**config.mk**
```make
export PLATFORM = sky130hd
export DESIGN_NAME = btn_conditioner_4ch_flat
export DESIGN_NICKNAME = d
export VERILOG_FILES = /design/src/rtl/btn_conditioner_4ch_if.sv /design/src/rtl/btn_conditioner_4ch.sv /design/src/flat_wrapper.sv
export SDC_FILE = /design/constraint.sdc
export NUM_CORES = 1
export LEC_CHECK = 0
export ABC_AREA = 1
export BUFFER_PORTS_ARGS = -buffer_cell sky130_fd_sc_hd__buf_2
export CAP_MARGIN = 20
export CELL_PAD_IN_SITES_DETAIL_PLACEMENT = 1
export CELL_PAD_IN_SITES_GLOBAL_PLACEMENT = 2
export CORE_MARGIN = 2
export CORE_UTILIZATION = 33
export CTS_BUF_LIST = sky130_fd_sc_hd__clkbuf_4 sky130_fd_sc_hd__clkbuf_8 sky130_fd_sc_hd__clkbuf_16
export DETAILED_ROUTE_END_ITERATION = 12
export PLACE_DENSITY_LB_ADDON = 0.1
export SYNTH_ARGS = -nofsm -noshare
export SYNTH_HDL_FRONTEND = slang
export SYNTH_SLANG_ARGS = --single-unit
export TNS_END_PERCENT = 50
```
**constraint.sdc**
```tcl
create_clock -name clk -period 12 [get_ports clk]
set_input_delay 2.4 -clock clk [delete_from_list [all_inputs] [get_ports clk]]
set_output_delay 2.4 -clock clk [all_outputs]
set_load 0.1 [all_outputs]
```
**src/rtl/btn_conditioner_4ch_if.sv**
```systemverilog
// Pushbutton bundle between the raw board buttons and the conditioned
// per-channel level and pulse outputs of btn_conditioner_4ch.
interface btn_conditioner_4ch_if;
  logic [3:0] btn;       // raw, asynchronous, may bounce
  logic [3:0] btn_db;    // debounced level
  logic [3:0] btn_pe;    // accepted press pulse
  logic [3:0] btn_ne;    // accepted release pulse
  logic [3:0] btn_long;  // long-press pulse
  logic [3:0] btn_rpt;   // auto-repeat pulse

  // Board side: drives raw buttons, consumes conditioned outputs.
  modport master (
    output btn,
    input  btn_db, btn_pe, btn_ne, btn_long, btn_rpt
  );

  // Conditioner side.
  modport slave (
    input  btn,
    output btn_db, btn_pe, btn_ne, btn_long, btn_rpt
  );
endinterface

```
**src/rtl/btn_conditioner_4ch.sv**
```systemverilog
// Four independent pushbutton channels: 2-FF synchroniser, debounce counter
// and hold FSM producing a clean level, press/release pulses, a long-press
// pulse and periodic auto-repeat pulses while held. Every output is a flop.
module btn_conditioner_4ch #(
  parameter int unsigned DEBOUNCE_CYCLES = 1_000_000,  // >= 2
  parameter int unsigned LONG_CYCLES     = 100_000_000, // > DEBOUNCE_CYCLES
  parameter int unsigned REPEAT_CYCLES   = 20_000_000   // >= 2
) (
  input  logic                   clk,
  input  logic                   reset_p,
  btn_conditioner_4ch_if.slave   bus
);

  localparam int DW = $clog2(DEBOUNCE_CYCLES + 1);
  localparam int LW = $clog2(LONG_CYCLES + 1);
  localparam int RW = $clog2(REPEAT_CYCLES + 1);

  typedef enum logic [1:0] {
    S_IDLE  = 2'd0,  // btn_db low
    S_PRESS = 2'd1,  // counting towards the long-press threshold
    S_HELD  = 2'd2   // counting auto-repeat periods
  } hold_state_e;

  logic [3:0] w_db;
  logic [3:0] w_pe;
  logic [3:0] w_ne;
  logic [3:0] w_long;
  logic [3:0] w_rpt;

  for (genvar g = 0; g < 4; g++) begin : g_ch
    logic          r_sync1;
    logic          r_sync2;
    logic          r_db;
    logic          r_pe;
    logic          r_ne;
    logic [DW-1:0] r_db_cnt;
    hold_state_e   r_state;
    logic [LW-1:0] r_long_cnt;
    logic [RW-1:0] r_rpt_cnt;
    logic          r_long;
    logic          r_rpt;

    logic w_diff;
    logic w_accept;
    logic w_rise;
    logic w_fall;

    // The synchronised level must have differed from btn_db for
    // DEBOUNCE_CYCLES consecutive counted cycles; it is accepted on the
    // edge after the counter has reached that value.
    assign w_diff   = r_sync2 ^ r_db;
    assign w_accept = w_diff && (r_db_cnt == DW'(DEBOUNCE_CYCLES));
    assign w_rise   = w_accept &&  r_sync2;
    assign w_fall   = w_accept && !r_sync2;

    // Two-flop synchroniser for the asynchronous raw button.
    always_ff @(posedge clk or posedge reset_p) begin
      // NOTE: sequential state uses non-blocking assignments so every flop
      // samples pre-edge values; blocking here would collapse the chain.
      if (reset_p) begin
        r_sync1 <= 1'b0;
        r_sync2 <= 1'b0;
      end else begin
        r_sync1 <= bus.btn[g];
        r_sync2 <= r_sync1;
      end
    end

    // Debounce counter, accepted level and registered edge pulses.
    always_ff @(posedge clk or posedge reset_p) begin
      if (reset_p) begin
        r_db_cnt <= '0;
        r_db     <= 1'b0;
        r_pe     <= 1'b0;
        r_ne     <= 1'b0;
      end else begin
        r_pe <= w_rise;
        r_ne <= w_fall;
        if (!w_diff || w_accept) begin
          r_db_cnt <= '0;
        end else begin
          r_db_cnt <= r_db_cnt + 1'b1;
        end
        if (w_accept) begin
          r_db <= r_sync2;
        end
      end
    end

    // Hold FSM: long-press after LONG_CYCLES, then a repeat pulse every
    // REPEAT_CYCLES; a release cancels everything in the same edge.
    always_ff @(posedge clk or posedge reset_p) begin
      if (reset_p) begin
        r_state    <= S_IDLE;
        r_long_cnt <= '0;
        r_rpt_cnt  <= '0;
        r_long     <= 1'b0;
        r_rpt      <= 1'b0;
      end else begin
        r_long <= 1'b0;
        r_rpt  <= 1'b0;
        if (w_fall) begin
          r_state    <= S_IDLE;
          r_long_cnt <= '0;
          r_rpt_cnt  <= '0;
        end else begin
          case (r_state)
            S_IDLE: begin
              if (w_rise) begin
                r_state    <= S_PRESS;
                r_long_cnt <= '0;
              end
            end
            S_PRESS: begin
              if (r_long_cnt == LW'(LONG_CYCLES - 1)) begin
                r_state    <= S_HELD;
                r_long     <= 1'b1;
                r_long_cnt <= '0;
                r_rpt_cnt  <= '0;
              end else begin
                r_long_cnt <= r_long_cnt + 1'b1;
              end
            end
            S_HELD: begin
              if (r_rpt_cnt == RW'(REPEAT_CYCLES - 1)) begin
                r_rpt     <= 1'b1;
                r_rpt_cnt <= '0;
              end else begin
                r_rpt_cnt <= r_rpt_cnt + 1'b1;
              end
            end
            default: begin
              r_state    <= S_IDLE;
              r_long_cnt <= '0;
              r_rpt_cnt  <= '0;
            end
          endcase
        end
      end
    end

    assign w_db[g]   = r_db;
    assign w_pe[g]   = r_pe;
    assign w_ne[g]   = r_ne;
    assign w_long[g] = r_long;
    assign w_rpt[g]  = r_rpt;
  end

  assign bus.btn_db   = w_db;
  assign bus.btn_pe   = w_pe;
  assign bus.btn_ne   = w_ne;
  assign bus.btn_long = w_long;
  assign bus.btn_rpt  = w_rpt;

endmodule
```
**src/flat_wrapper.sv**
```systemverilog
// flat-port wrapper written by rule: the top's interface ports become plain ports
module btn_conditioner_4ch_flat 
#(
  parameter int unsigned DEBOUNCE_CYCLES = 1_000_000,         
  parameter int unsigned LONG_CYCLES     = 100_000_000,                     
  parameter int unsigned REPEAT_CYCLES   = 20_000_000          
)
  (clk, reset_p, bus_btn, bus_btn_db, bus_btn_pe, bus_btn_ne, bus_btn_long, bus_btn_rpt);
  btn_conditioner_4ch_if bus_i ();
  input  logic clk;
  input  logic reset_p;
  input wire logic [$bits(bus_i.btn)-1:0] bus_btn;
  output wire logic [$bits(bus_i.btn_db)-1:0] bus_btn_db;
  output wire logic [$bits(bus_i.btn_pe)-1:0] bus_btn_pe;
  output wire logic [$bits(bus_i.btn_ne)-1:0] bus_btn_ne;
  output wire logic [$bits(bus_i.btn_long)-1:0] bus_btn_long;
  output wire logic [$bits(bus_i.btn_rpt)-1:0] bus_btn_rpt;
  assign bus_i.btn = bus_btn;
  assign bus_btn_db = bus_i.btn_db;
  assign bus_btn_pe = bus_i.btn_pe;
  assign bus_btn_ne = bus_i.btn_ne;
  assign bus_btn_long = bus_i.btn_long;
  assign bus_btn_rpt = bus_i.btn_rpt;
  btn_conditioner_4ch #(.DEBOUNCE_CYCLES(DEBOUNCE_CYCLES), .LONG_CYCLES(LONG_CYCLES), .REPEAT_CYCLES(REPEAT_CYCLES)) u_core (.clk(clk), .reset_p(reset_p), .bus(bus_i));
endmodule
```
== Word-level counts from Yosys, hierarchy flattened ==
Index checks and enable logic that the tools add are counted.

* Register bits: 324
* Logic and storage cells: 212

* Bitwise gates (word level): 4
* Reduce and logical (&&, ||, !) cells: 40
* Add/sub/neg operators: 12
* Eq/ne operators: 36
* Multiplexer cells: 76

{| class="wikitable"
|+ Operator list
! cell !! count
|-
| $mux W27 || 12
|-
| $pmux W27 S3 || 4
|-
| $mux W25 || 12
|-
| $pmux W25 S3 || 4
|-
| $add A27 B1 Y27 const B || 4
|-
| $eq A27 B27 Y1 const B || 4
|-
| $add A25 B1 Y25 const B || 4
|-
| $eq A25 B25 Y1 const B || 4
|-
| $add A20 B1 Y20 const B || 4
|-
| $eq A20 B20 Y1 const B || 4
|-
| $mux W20 || 4
|-
| $mux W1 || 24
|-
| $mux W2 || 12
|-
| $ne A3 B1 Y1 const B || 8
|-
| $pmux W2 S3 || 4
|-
| $ne A2 B1 Y1 const B || 8
|-
| $reduce_and A2 Y1 || 8
|-
| $logic_and A1 B1 Y1 || 12
|-
| $reduce_and A3 Y1 || 4
|-
| $eq A2 B1 Y1 const B || 4
|-
| $eq A2 B2 Y1 const B || 4
|-
| $logic_not A1 Y1 || 8
|-
| $logic_not A2 Y1 || 4
|-
| $logic_or A1 B1 Y1 || 4
|-
| $xor A1 B1 Y1 || 4
|}

== Longest topological paths before layout ==
Gate-level depths: netlist (run 1).

* Depth after elaboration: 6
* Mapped depth: 12
* Mapped depth without buffers: 12

== Worst setup path before layout (run 1) ==
No wires, ideal clock.

* Path type: flip-flop to output port
* From: reg u_core.g_ch[2].r_db
* To: out bus_btn_db[2]
* Slack: 8.894 ns
* Required time: 9.600 ns
* Stages on the path, launching flop included: 2
* Data arrival time: 0.706 ns
* Cells stage by stage: dfrtp_1 > buf_4

{| class="wikitable"
|+ RTL lines
! item !! line !! text
|-
| start, declared || btn_conditioner_4ch.sv:33 || <nowiki>logic r_db;</nowiki>
|-
| start signal, assigned || btn_conditioner_4ch.sv:85 || <nowiki>r_db <= r_sync2;</nowiki>
|-
| end, declared || flat_wrapper.sv:13 || <nowiki>output wire logic [$bits(bus_i.btn_db)-1:0] bus_btn_db;</nowiki>
|}

No word-level cell between the ends.

== Worst setup path after layout (run 1) ==
* From: reg u_core.g_ch[2].r_db
* To: out bus_btn_db[2]

No word-level cell between the ends.

==> metrics.md, run 1 <==
| Metric | Value |
|---|---|
| Status | `completed` |
| Worst r2r src | `u_core.g_ch[3].r_db_cnt[0]$_DFF_PP0_` |
| Syn nets | `2972` |
| EDFF count, synth | `0` |
| ANT nets after route | `0` |
| Critical-path cell list | `buf_2` |
| Commonest cells in the netlist | `1083 x nand2_1, 486 x nor2_1, 324 x dfrtp_1, 280 x inv_1, 182 x nand3_1` |
| Busiest layer in global routing | `met2` |
| Synth unique cells | `42` |
| CTS tree | `built` |
| Crit. End Element | `output pin` |
| Total GRT Usage | `0.182` |
| Synth Area in Compound Gates | `0.0218` |
| R2R cell count | `9` |
| Most frequent cell after synthesis | `nand2_1` |
| Critical path type | `flip-flop to output pin` |
| Max-slew violation count | `0` |
| Vias per std cell | `4.80` |
| DR WL/cell | `14.9 um` |
| Worst Setup Start Kind | `flip-flop` |
| Largest net degree at the start of global routing | `168` |
| Diode count | `0` |
| Layout cells sized above 1 | `0.0679` |
| DIE AREA | `63500 sq um` |
| Vias in the first global route | `19000` |
| Post-synth top flop | `dfrtp_1` |
| TritonRoute pass-1 iters | `5` |
| Slew HR | `0.301` |
| Multiplexer area fraction after synthesis | `0.000493` |
| Yosys warnings | `0` |
| Synth Cell Area | `20300 sq um` |
| Nets@finish | `2981` |
| Placed cells | `3694` |
| CP max FO | `6` |
| Met2 Use GR | `0.307` |
| Max Clock Freq | `0.260 GHz` |
| Area leader, netlist | `dfrtp_1` |
| Initial antenna violation count | `1` |
| Root buffer cell | `clkbuf_16` |
| Grt total ovfl | `0` |
| Total wire length | `56.3 mm` |
| Delay-heaviest family, CP | `buffers and inverters` |
| Hold path start | `u_core.g_ch[0].r_sync1$_DFF_PP0_` |
| Non-filler cells, final | `3772` |
| Synth top area share | `0.399` |
| Remaining DRCs | `0` |
| Port buffer count | `25` |
| Die extent in y | `252 um` |
| Leak | `10.7 nW` |
| Worst path buffer plus inverter count | `1` |
| Tmin final | `3.85 ns` |
| CTS clk-pin slew, worst paths | `0.05 ns` |
| CTS Sinks | `324` |
| Longest Clk Path Bufs | `3` |
| Initial Util | `0.335` |
| Largest family of logic cells by synthesized area | `simple AND/OR/NAND/NOR gates` |
| Worst Hold End | `u_core.g_ch[0].r_sync2$_DFF_PP0_` |
| Hold Crit Depth | `0` |
| Area Overhead vs Synth | `10.7%` |
| Die Width | `252 um` |
| Post-DP HPWL | `41.0 mm` |
| DR vias | `18100` |
| RSZ-0062 raised after global routing | `no` |
| Post-CTS sizing | `0` |
| Final Hold Vio Count | `0` |
| Setup TNS Final | `0 ns` |
| H-tree levels | `2` |
| Core ar. | `60600 sq um` |
| Crit path required time | `9.60 ns` |
| Fin crit share | `0.321` |
| Register-to-register setup slack | `9.52 ns` |
| GRT met3 Usage | `0.0207` |
| Number of DRC markers in iteration 0 | `731` |
| Hold_buf cts | `0` |
| # IOs | `26` |
| Post-Synth Simple-Gate Area | `0.425` |
| First-pass GRT wire length | `96.5 mm` |
| Met1 Use GR | `0.249` |
| Synthesized flop and latch total | `324` |
| Post-synthesis adder-cell area fraction | `0.00986` |
| Clock Skew | `0.0152 ns` |
| Max VDD drop | `0.0963 mV` |
| HP Class | `flip-flop to flip-flop` |
| Delay of the slowest critical-path stage | `0.46 ns` |
| Cell Pwr Density | `110 nW/um^2` |
| Worst-Skew Late Latency | `0.57 ns` |
| Post-synthesis xor/xnor area fraction | `0.0656` |
| GPL Wtd Cong | `0.821` |
| Clock buffers created by TritonCTS | `43` |
| Slowest cell on crit path | `buf_2` |
| Post-synthesis sequential area ratio | `0.399` |
| Setup Viol. Count Final | `0` |
| Post-Synthesis Cells | `2950` |
| Syn_area_per_cell | `6.88 sq um` |
| Slew @ Worst Pin | `1.05 ns` |
| # rows | `90` |
| Max_cap viols | `0` |
| Ys async rst share | `1.00` |
| R2R Path End | `u_core.g_ch[3].r_db_cnt[13]$_DFF_PP0_` |
| Top cells by area, synth | `dfrtp_1 40%, nand2_1 20%, nor2_1 9.0%, inv_1 5.2%, xor2_1 5.1%` |
| Crit path DAT | `1.45 ns` |
| Setup Fix Bufs, Post-CTS | `0` |
## worst max path at each step
stage                                    start                                 endpoint  cells past startpoint
4_1_cts        u_core.g_ch[2].r_db$_DFFE_PP0N_                            bus_btn_db[2]                      1
5_1_grt        u_core.g_ch[2].r_db$_DFFE_PP0N_                            bus_btn_db[2]                      1
6_report       u_core.g_ch[2].r_db$_DFFE_PP0N_                            bus_btn_db[2]                      1
3_3_place_gp                           reset_p  u_core.g_ch[0].r_rpt_cnt[0]$_DFFE_PP0P_                      3
2_1_floorplan                          reset_p          u_core.g_ch[0].r_db$_DFFE_PP0N_                      1
3_5_place_dp                           reset_p  u_core.g_ch[0].r_rpt_cnt[3]$_DFFE_PP0P_                      3
## state kept, by name, indices dropped and copies added (netlist names)
register	count
u_core.g_ch.r_long_cnt	108
u_core.g_ch.r_db_cnt	80
u_core.g_ch.r_rpt_cnt	100
u_core.g_ch.r_sync2	4
u_core.g_ch.r_pe	4
u_core.g_ch.r_ne	4
u_core.g_ch.r_db	4
u_core.g_ch.r_rpt	4
u_core.g_ch.r_long	4
u_core.g_ch.r_sync1	4
u_core.g_ch.r_state	8
## final cells by class
| class | instances | area, sq um |
|---|---|---|
| Fill cell | 7671 | 38100 |
| Multi-Input combinational cell | 2266 | 10600 |
| Sequential cell | 324 | 8110 |
| Clock buffer | 63 | 1320 |
| Inverter | 293 | 1110 |
| Tap cell | 782 | 978 |
| Timing Repair Buffer | 31 | 201 |
| Clock inverter | 13 | 145 |
## layout by cell type, fill, tap and decap left out, types with 17 or more instances in the layout
cell / count
nand4_1: 89
xor2_1: 118
buf_2: 25
nor2_1: 486
inv_1: 279
nand2_1: 1083
clkbuf_16: 45
nand3_1: 182
a21oi_1: 23
nor2_2: 17
nor3_1: 71
xnor2_1: 34
o21ai_0: 40
dfrtp_1: 324
## per-stage QoR
stage	instance area (sq um)	utilization	total power, mW	worst slack, ns	hold WS, ns
final	22500	0.371	2.47	8.15	0.347
after global routing	22500	0.371	2.58	8.06	0.358
after CTS	22400	0.370	2.53	8.09	0.349
after detailed placement	21000	0.346	1.17	7.89	0.336
after global placement	21000	0.346	1.17	7.91	0.335
after floorplan	20300	-	1.15	0.630	0.331
## layer usage
layer | share of wire | vias to the layer above | wire length [um]
met4 | 0.018 | 0 | 1010
li1 | - | 9194 | -
met3 | 0.019 | 65 | 1060
met2 | 0.47 | 96 | 26300
met5 | 0 | - | 0
met1 | 0.50 | 8763 | 28000
## cell families (layout without fill, tap and decap cells)
group / count (synthesis) / count (layout)
adders and majority gates: 16 / 16
and+or+nand+nor: 2016 / 2016
xor gates and xnor gates: 152 / 152
buffers and inverters: 360 / 400
AOI/OAI and AO/OA: 81 / 81
DFF: 324 / 324
muxes: 1 / 1
## where the power goes
part           internal (mW)  switching [mW]  leakage (nW)
Clock                  0.825           0.503         0.737
Sequential              1.10         0.00441          4.50
Combinational        0.00724          0.0355          5.45
Total                   1.93           0.543          10.7
No activity file was read; power rests on OpenSTA's default activity.
==> run 2: changes to the inputs <==
==> constraint.sdc (replaced) <==
create_clock -name clk -period 3.35 [get_ports clk]
set_input_delay 0.67 -clock clk [delete_from_list [all_inputs] [get_ports clk]]
set_output_delay 0.67 -clock clk [all_outputs]
set_load 0.1 [all_outputs]
==> metrics.md, run 2 (synthesized netlist as in run 1, its figures left out) <==
| Metric | Value |
|---|---|
| First-pass GRT wire length | `97.7 mm` |
| Remaining DRCs | `0` |
| Crit path required time | `3.80 ns` |
| Final worst slack | `1.09 ns` |
| Slowest cell on crit path | `dfrtp_1` |
| Setup Fix Bufs, Post-CTS | `0` |
| Worst Setup Start Kind | `flip-flop` |
| Die Width | `252 um` |
| Max_cap viols | `0` |
| Filler Cells Inserted | `7683` |
| Worst path buffer plus inverter count | `1` |
| Footprint of the multi-input gates | `10600 sq um` |
| Commonest non-fill, non-tap cell in the layout | `nand2_1` |
| Initial antenna violation count | `0` |
| RSZ-0062 raised after global routing | `no` |
| Clock buffers created by TritonCTS | `44` |
| Total GRT Usage | `0.184` |
| Most frequent cells in the layout | `1083 x nand2_1, 486 x nor2_1, 324 x dfrtp_1, 279 x inv_1, 182 x nand3_1` |
| Slew @ Worst Pin | `0.842 ns` |
| Cell Pwr Density | `401 nW/um^2` |
| Min Hold Slack | `0.211 ns` |
| Largest net degree at the start of global routing | `78` |
| Final Hold Vio Count | `0` |
| # IOs | `26` |
| Vias in the first global route | `19400` |
| CTS clk-pin slew, worst paths | `0.06 ns` |
| CTS Sinks | `324` |
| Max Clock Freq | `0.442 GHz` |
| Clock power frac | `0.546` |
| Fin util | `0.374` |
| Number of flip-flops under the largest register name | `108` |
| TritonRoute pass-1 iters | `4` |
| Delay of the slowest critical-path stage | `0.45 ns` |
| Grt total ovfl | `0` |
| Setup Viol. Count Final | `0` |
| Setup slack after placement | `1.04 ns` |
| Critical path type | `flip-flop to flip-flop` |
| Diode count | `0` |
| Max-slew violation count | `0` |
| Hold_buf cts | `0` |
| Critical-path cell list | `ha_1 -> inv_1 -> nor2_4 -> nand2_2 -> nor2_1 -> nand4_1 -> nand3_2 -> nand2_4 -> nand2_1 -> nand2_1` |
| Worst-Skew Late Latency | `0.57 ns` |
| Combinational share of power | `0.019` |
| Seq pwr share | `0.435` |
| Crit. End Element | `flip-flop` |
| Leak | `10.8 nW` |
| CP max FO | `25` |
| Delay-heaviest family, CP | `simple AND/OR/NAND/NOR gates` |
| DIE AREA | `63500 sq um` |
| Longest Clk Path Bufs | `3` |
| Slew HR | `0.437` |
| H-tree levels | `2` |
| Die extent in y | `252 um` |
| Root buffer cell | `clkbuf_16` |
| Regs by FF count | `u_core.g_ch.r_long_cnt (108), u_core.g_ch.r_rpt_cnt (100), u_core.g_ch.r_db_cnt (80)` |
| Crit path DAT | `2.72 ns` |
| Fin crit share | `0.676` |
| Core ar. | `60600 sq um` |
| ANT nets after route | `0` |
| Area Overhead vs Synth | `11.6%` |
| Total power | `9.08 mW` |
| Internal power | `7.08 mW` |
| Register area | `8110 sq um` |
| # rows | `90` |
| DR vias | `18300` |
| Number of DRC markers in iteration 0 | `689` |
| DR WL/cell | `15.0 um` |
| Port buffer count | `25` |
| Sw Share | `0.220` |
| Post-DP HPWL | `41.8 mm` |
| Crit-path most repeated cell | `nand2_1` |
| Net Switching | `2.00 mW` |
| Vias per std cell | `4.83` |
| Biggest register | `u_core.g_ch.r_long_cnt` |
| Status | `completed` |
| GPL Wtd Cong | `0.815` |
| Initial Util | `0.335` |
| Tmin final | `2.26 ns` |
| Layout cells sized above 1 | `0.0722` |
| CTS tree | `built` |
| Clock Skew | `0.0184 ns` |
| Post-CTS sizing | `0` |
| Nets@finish | `2991` |
| Max VDD drop | `0.339 mV` |
| HP Class | `input port to flip-flop` |
| Total wire length | `56.8 mm` |
run 2: area by class of cell:
cell class              count  share of cell area
clock buffers              69              0.0620
well taps                 782              0.0432
repair buffers             40              0.0138
inverters                 293              0.0487
flip-flops and latches    324               0.358
clock inverters            12             0.00657
multi-input cells        2266               0.468
run 2: worst paths after layout:
kind | start | end | slack (ns) | depth (start not counted)
min reg2reg | u_core.g_ch[0].r_sync1$_DFF_PP0_ | u_core.g_ch[0].r_sync2$_DFF_PP0_ | 0.35 | 0
min | bus_btn[3] | u_core.g_ch[3].r_sync1$_DFF_PP0_ | 0.21 | 1
min in group asynchronous | reset_p | u_core.g_ch[3].r_ne$_DFF_PP0_ | 0.26 | 2
max in group asynchronous | reset_p | u_core.g_ch[0].r_db_cnt[9]$_DFF_PP0_ | 2.21 | 3
max reg2reg | u_core.g_ch[3].r_long_cnt[0]$_DFFE_PP0P_ | u_core.g_ch[3].r_rpt_cnt[7]$_DFFE_PP0P_ | 1.09 | 10
max | u_core.g_ch[3].r_long_cnt[0]$_DFFE_PP0P_ | u_core.g_ch[3].r_rpt_cnt[7]$_DFFE_PP0P_ | 1.09 | 10
run 2: metrics by stage:
stage / instances / cell area, sq um / setup TNS, ns
CTS: 3786 / 22700 / 0
global placement: 3705 / 21100 / 0
finish: 3786 / 22700 / 0
global route: 3786 / 22700 / 0
floorplan: 2950 / 20300 / -532.25
detailed placement: 3705 / 21100 / 0
run 2: metal layers:
layer	global-route usage	wire (um)	vias up
met3	0.0216	1110	63
li1	-	-	9231
met2	0.322	27300	110
met1	0.244	27400	8875
met5	0	0	-
met4	0.0414	1010	0
run 2: power by group through the flow:
stage,logic (mW),registers [mW],clock network (mW)
final,0.170,3.95,4.96
after global routing,0.204,3.95,5.29
after CTS,0.183,3.95,5.17
after detailed placement,0.183,4.02,0
after global placement,0.179,4.02,0
after floorplan,0.109,4.02,0
